### config.mk
export PLATFORM = sky130hd
export DESIGN_NAME = cic_comb_sched
export DESIGN_NICKNAME = d
export VERILOG_FILES = /design/src/rtl/cic_pkg.sv /design/src/rtl/cic_rr_arb.sv /design/src/rtl/cic_comb_sched.sv
export SDC_FILE = /design/constraint.sdc
export NUM_CORES = 1
export LEC_CHECK = 0
export CORE_MARGIN = 8
export CORE_UTILIZATION = 30
export CTS_CLUSTER_SIZE = 30
export DETAILED_ROUTE_END_ITERATION = 7
export HOLD_SLACK_MARGIN = 0.08
export PLACE_DENSITY = 0.56
export RECOVER_POWER = 100
export REMOVE_ABC_BUFFERS = 1
export SETUP_SLACK_MARGIN = 0.05
export SLEW_MARGIN = 0
export SYNTH_ARGS = -nofsm -noshare
export SYNTH_HDL_FRONTEND = slang
export SYNTH_SLANG_ARGS = --single-unit
### constraint.sdc
create_clock -name clk -period 5 [get_ports clk]
set_input_delay 0.5 -clock clk [delete_from_list [all_inputs] [get_ports clk]]
set_output_delay 0.5 -clock clk [all_outputs]
set_load 0.05 [all_outputs]
### src/rtl/cic_pkg.sv
// Shared types and helpers for the time-multiplexed CIC comb scheduler.
package cic_pkg;

    typedef enum logic {
        IDLE  = 1'b0,
        STAGE = 1'b1
    } state_e;

    localparam int unsigned M_MIN = 1;
    localparam int unsigned M_MAX = 2;

    // Index width that never collapses to zero bits.
    function automatic int unsigned clog2_min1(input int unsigned n);
        return (n <= 1) ? 1 : $clog2(n);
    endfunction

endpackage

### src/rtl/cic_rr_arb.sv
// Round-robin arbiter: grants the first requester after the last granted one.
module cic_rr_arb
    import cic_pkg::*;
#(
    parameter  int unsigned CH = 2,
    localparam int unsigned IW = clog2_min1(CH)
) (
    input  logic          clk,
    input  logic          rst,
    input  logic [CH-1:0] req,
    input  logic          adv,
    output logic [IW-1:0] gnt_idx,
    output logic          gnt_vld
);

    logic [IW-1:0] ptr_q;
    int unsigned   cand;

    // Scan starts one past the pointer and wraps, so the pointer itself is checked last.
    always_comb begin
        gnt_idx = '0;
        gnt_vld = 1'b0;
        cand    = 0;
        for (int unsigned i = 1; i <= CH; i++) begin
            cand = 32'(ptr_q) + i;
            if (cand >= CH) cand = cand - CH;
            if (!gnt_vld && req[IW'(cand)]) begin
                gnt_vld = 1'b1;
                gnt_idx = IW'(cand);
            end
        end
    end

    // Pointer resets to the last channel so channel 0 wins first.
    always_ff @(posedge clk) begin
        if (rst) begin
            ptr_q <= IW'(CH - 1);
        end else if (adv && gnt_vld) begin
            ptr_q <= gnt_idx;
        end
    end

endmodule

### src/rtl/cic_comb_sched.sv
// Shared-subtractor comb section for CH channels x N stages with per-channel delay state.
module cic_comb_sched
    import cic_pkg::*;
#(
    parameter  int unsigned CH   = 2,
    parameter  int unsigned N    = 3,
    parameter  int unsigned M    = 1,
    parameter  int unsigned BOUT = 32,
    localparam int unsigned CW   = clog2_min1(CH)
) (
    input  logic               clk,
    input  logic               rst,
    input  logic [CH*BOUT-1:0] din,
    input  logic [CH-1:0]      din_vld,
    output logic [BOUT-1:0]    dout,
    output logic [CW-1:0]      dout_ch,
    output logic               dout_vld,
    output logic               busy,
    output logic [CH-1:0]      ovf
);

    localparam int unsigned KW = clog2_min1(N);

    if (M < M_MIN || M > M_MAX) begin : g_bad_m
        $error("cic_comb_sched: differential delay M must be 1 or 2");
    end
    if (CH < 2) begin : g_bad_ch
        $error("cic_comb_sched: CH must be at least 2");
    end

    state_e          state_q, state_d;
    logic [BOUT-1:0] smp_q [CH];
    logic [BOUT-1:0] d_q   [CH][N][M];
    logic [CH-1:0]   pend_q, pend_d, ovf_q, ovf_d, clr_c;
    logic [BOUT-1:0] acc_q, acc_d, dout_q, dout_d, sub_c;
    logic [KW-1:0]   k_q, k_d;
    logic [CW-1:0]   g_q, g_d, dout_ch_q, dout_ch_d, gnt_idx;
    logic            dout_vld_q, dout_vld_d, busy_q, busy_d, gnt_vld, grant_c, d_we;

    cic_rr_arb #(.CH(CH)) u_arb (
        .clk     (clk),
        .rst     (rst),
        .req     (pend_q),
        .adv     (grant_c),
        .gnt_idx (gnt_idx),
        .gnt_vld (gnt_vld)
    );

    always_ff @(posedge clk) begin
        if (rst) state_q <= IDLE;
        else     state_q <= state_d;
    end

    always_comb begin
        state_d = state_q;
        case (state_q)
            IDLE:    if (gnt_vld) state_d = STAGE;
            STAGE:   if (k_q == KW'(N - 1)) state_d = IDLE;
            default: state_d = IDLE;
        endcase
    end

    always_comb begin
        acc_d      = acc_q;
        k_d        = k_q;
        g_d        = g_q;
        dout_d     = dout_q;
        dout_ch_d  = dout_ch_q;
        dout_vld_d = 1'b0;
        d_we       = 1'b0;
        grant_c    = 1'b0;
        sub_c      = acc_q - d_q[g_q][k_q][M-1];
        case (state_q)
            IDLE: begin
                if (gnt_vld) begin
                    grant_c = 1'b1;
                    acc_d   = smp_q[gnt_idx];
                    g_d     = gnt_idx;
                    k_d     = '0;
                end
            end
            STAGE: begin
                acc_d = sub_c;
                d_we  = 1'b1;
                if (k_q == KW'(N - 1)) begin
                    dout_d     = sub_c;
                    dout_ch_d  = g_q;
                    dout_vld_d = 1'b1;
                end else begin
                    k_d = k_q + KW'(1);
                end
            end
            default: ;
        endcase
        busy_d = (state_d != IDLE);
    end

    // A capture beats a same-cycle grant clear; overwrite of a still-pending sample flags ovf.
    always_comb begin
        pend_d = pend_q;
        ovf_d  = '0;
        clr_c  = '0;
        for (int unsigned c = 0; c < CH; c++) begin
            clr_c[c] = grant_c && (gnt_idx == CW'(c));
            if (clr_c[c])   pend_d[c] = 1'b0;
            if (din_vld[c]) pend_d[c] = 1'b1;
            ovf_d[c] = din_vld[c] && pend_q[c] && !clr_c[c];
        end
    end

    always_ff @(posedge clk) begin
        if (rst) begin
            acc_q      <= '0;
            k_q        <= '0;
            g_q        <= '0;
            dout_q     <= '0;
            dout_ch_q  <= '0;
            dout_vld_q <= 1'b0;
            busy_q     <= 1'b0;
            pend_q     <= '0;
            ovf_q      <= '0;
            for (int unsigned c = 0; c < CH; c++) smp_q[c] <= '0;
        end else begin
            acc_q      <= acc_d;
            k_q        <= k_d;
            g_q        <= g_d;
            dout_q     <= dout_d;
            dout_ch_q  <= dout_ch_d;
            dout_vld_q <= dout_vld_d;
            busy_q     <= busy_d;
            pend_q     <= pend_d;
            ovf_q      <= ovf_d;
            for (int unsigned c = 0; c < CH; c++) begin
                if (din_vld[c]) smp_q[c] <= din[c*BOUT +: BOUT];
            end
        end
    end

    // Delay line for the active channel/stage; the M=2 tap shifts before the new word lands.
    always_ff @(posedge clk) begin
        if (rst) begin
            for (int unsigned c = 0; c < CH; c++)
                for (int unsigned k = 0; k < N; k++)
                    for (int unsigned j = 0; j < M; j++)
                        d_q[c][k][j] <= '0;
        end else if (d_we) begin
            if (M > 1) d_q[g_q][k_q][M-1] <= d_q[g_q][k_q][0];
            d_q[g_q][k_q][0] <= acc_q;
        end
    end

    assign dout     = dout_q;
    assign dout_ch  = dout_ch_q;
    assign dout_vld = dout_vld_q;
    assign busy     = busy_q;
    assign ovf      = ovf_q;

endmodule

==> impl_metrics.ini <==
[pwr]
vdd_drop_max_mv = 0.2011
power.share.clock_pct = 34.4
p_switching_uw = 2466
power_density_nw_per_um2 = 429.3
seqPwrFrac_pct = 42.3
internal-power_uw = 5523
pwr-share-comb_pct = 23.3
switching_share_pct = 30.87
p_leak_uw = 0.006689

[clock_tree]
clock_latency_ns = 0.54
clock_sinks = 332
cts_buffer_depth = 3
postCtsHoldBufs = 0
clkTransAtPathRegs_ns = 0.06
cts_tree = built
cts_resized = 0
cts_max_level = 2
post_cts_buffers = 0
ctsRootBufferMaster = clkbuf_16
numCtsBuffers = 36

[setup_path]
cp.required_ns = 5.11
slowest_delay_ns = 1.49
startpoint_type = register
endpoint_kind = register
critPathMaxFanout = 24
cpMaxStageDelayCell = o21ai_0
critPathKind = register to register
path_cells = nand2_2, o21ai_0, clkbuf_1
cp.arrival_ns = 4.61

[global_route]
track_usage_pct = 14.68
grt_pass1_wl_um = 68190
antenna_found_initial = 2
grt_pass1_vias = 10930
gr-total-overflow = 0
grt_start_max_net_pins = 65

[logic_synthesis]
synth_area_um2 = 15690
yosysWarnings = 0
synth_top_cell_by_area = edfxtp_1
synth.distinct_cells = 64
ys_async_sr_fraction_pct = 0
synth_area_leaders = edfxtp_1 49%, dfxtp_1 9.7%, and2_1 9.0%
synth-edff-count = 256
synth_top_area_share_pct = 49.01
postSynthAreaPerCell_um2 = 11.94
ys_seq_area_share_pct = 58.71
synth_cells = 1314
synth_seq_cells = 332
synthFlopType = edfxtp_1

[detailed_routing]
dr_total_vias = 10800
wirelength_um = 45220
top_layer = met4
dr_wl_met2_um = 20290
via_per_inst = 5.123
drc = 0
m1WireLength_um = 20920
firstDrtPassIters = 5
routed-wl-met3_um = 2723
antenna_left = 0
drtIter0Drc = 754
wire_per_inst_um = 21.45

[sta]
relSlewSlack_pct = -101.6
setup_viol = 0
tns_ns = 0
worst_pin_slew_ns = 3.012
max_clock_freq_ghz = 0.2224
hold_viol = 0
rsz0062_at_grt = false
finClkSkew_ns = 0.03034
final_max_slew_viol_count = 502
finalCritPeriodShare_pct = 89.92
min_period_ns = 4.496

[outcome]
outcome = finished, violations left
violations = capacitance limit, slew limit

[floorplan]
core_area_um2 = 52130
fp.dieH_um = 244.7
die_w_um = 244.7
dieArea_um2 = 59860
ios = 105
initial_core_util_pct = 30.09
rows = 84

[placement]
dp_hpwl_um = 29270
dpl.cell_count = 2043
place.port_buffers = 104
gp_congestion = 0.8617

[finish]
final_common_cell = edfxtp_1
drive_above_1_share_pct = 10.21
layout_common_cells = 256 x edfxtp_1, 141 x and2_0, 126 x nand2_1, 99 x a21oi_1, 84 x and2_1
area_growth_pct = 18.63
final_nets = 1496
antenna_cells = 0
layout.cells.non_filler = 2108

[worst_hold_path]
hold_class = input port to register

[run]
cap_violations = 16
[power by group through the flow]
| stage | clock network, uW | logic, uW | registers (uW) |
|---|---|---|---|
| 4_1_cts | 2810 | 1890 | 3380 |
| 2_1_floorplan | 0 | 1280 | 3390 |
| 5_1_grt | 2910 | 2020 | 3410 |
| 6_report | 2750 | 1860 | 3380 |
| 3_3_place_gp | 0 | 1860 | 3430 |
| 3_5_place_dp | 0 | 1880 | 3430 |
[sequential cells by signal, indices dropped and copies added (netlist names), named ones only]
register and count:
dout_vld 1, dout_ch 1, dout 32, acc_q 32
g_q 1, smp_q 64, k_q 2, u_arb.ptr_q 1
busy 1, ovf 2, pend_q 2, d_q 192
[layer usage]
metal,global-route usage [%],vias to the layer above
met3,2.152,82
met5,0,-
met4,4.837,0
met1,20.56,5344
met2,23.19,372
li1,-,5002
[cell type report]
type / count / area [um^2]
Fill cell: 5215 / 33520
Timing Repair Buffer: 130 / 1201
Multi-Input combinational cell: 877 / 6060
Clock inverter: 16 / 172.7
Clock buffer: 49 / 1042
Sequential cell: 332 / 9213
Inverter: 16 / 60.06
Tap cell: 688 / 860.8
[worst max-delay path: cells and delay by family, from the launching register on]
kind	cells	cell delay, ns
AO/OA/AOI/OAI	1	1.49
flip-flops	1	1.07
AND/OR/NAND/NOR	1	0.08
buffers and inverters	1	1.41
[through the flow]
| stage | power, uW | area [um^2] | setup slack, ns | utilization (%) | hold slack, ns |
|---|---|---|---|---|---|
| 6_report | 7990 | 18610 | 0.5042 | 35.70 | 0.4032 |
| 5_1_grt | 8339 | 18610 | 0.3410 | 35.70 | 0.4060 |
| 4_1_cts | 8073 | 18730 | 0.9285 | 35.94 | 0.3756 |
| 3_5_place_dp | 5315 | 17520 | 0.9652 | 33.60 | 0.4465 |
| 3_3_place_gp | 5295 | 17520 | 1.013 | 33.60 | 0.4439 |
| 2_1_floorplan | 4673 | 15350 | -0.2349 | - | 0.4546 |
[synthesized netlist by cell type (all sizes together), types with 31 or more instances]
cell type	number
clkbuf	84
nor2	50
mux2	31
ha	34
and2	225
mux4	32
a22oi	31
a21oi	99
edfxtp	256
dfxtp	76
nand2	127
[path summary, 6_finish.rpt]
| check | from | to | slack (ns) | cells past startpoint |
|---|---|---|---|---|
| setup reg to reg | busy | d_q[0][25] | 0.50 | 3 |
| hold reg to reg | dout[11] | dout[11] | 0.45 | 2 |
| hold / removal | rst | acc_q[23] | 0.40 | 2 |
| setup / recovery | busy | d_q[0][25] | 0.50 | 3 |
[kinds of logic after synthesis]
| kind of cell | count (synthesis) | synth area share (%) |
|---|---|---|
| and+or+nand+nor | 504 | 17.07 |
| buffers and inverters | 105 | 2.520 |
| AOI/OAI and AO/OA | 253 | 10.81 |
| DFF | 332 | 58.71 |
| muxes | 64 | 6.884 |
| adders and majority gates | 35 | 2.840 |
| xor gates and xnor gates | 21 | 1.172 |
No activity file was read; power rests on OpenSTA's default activity.
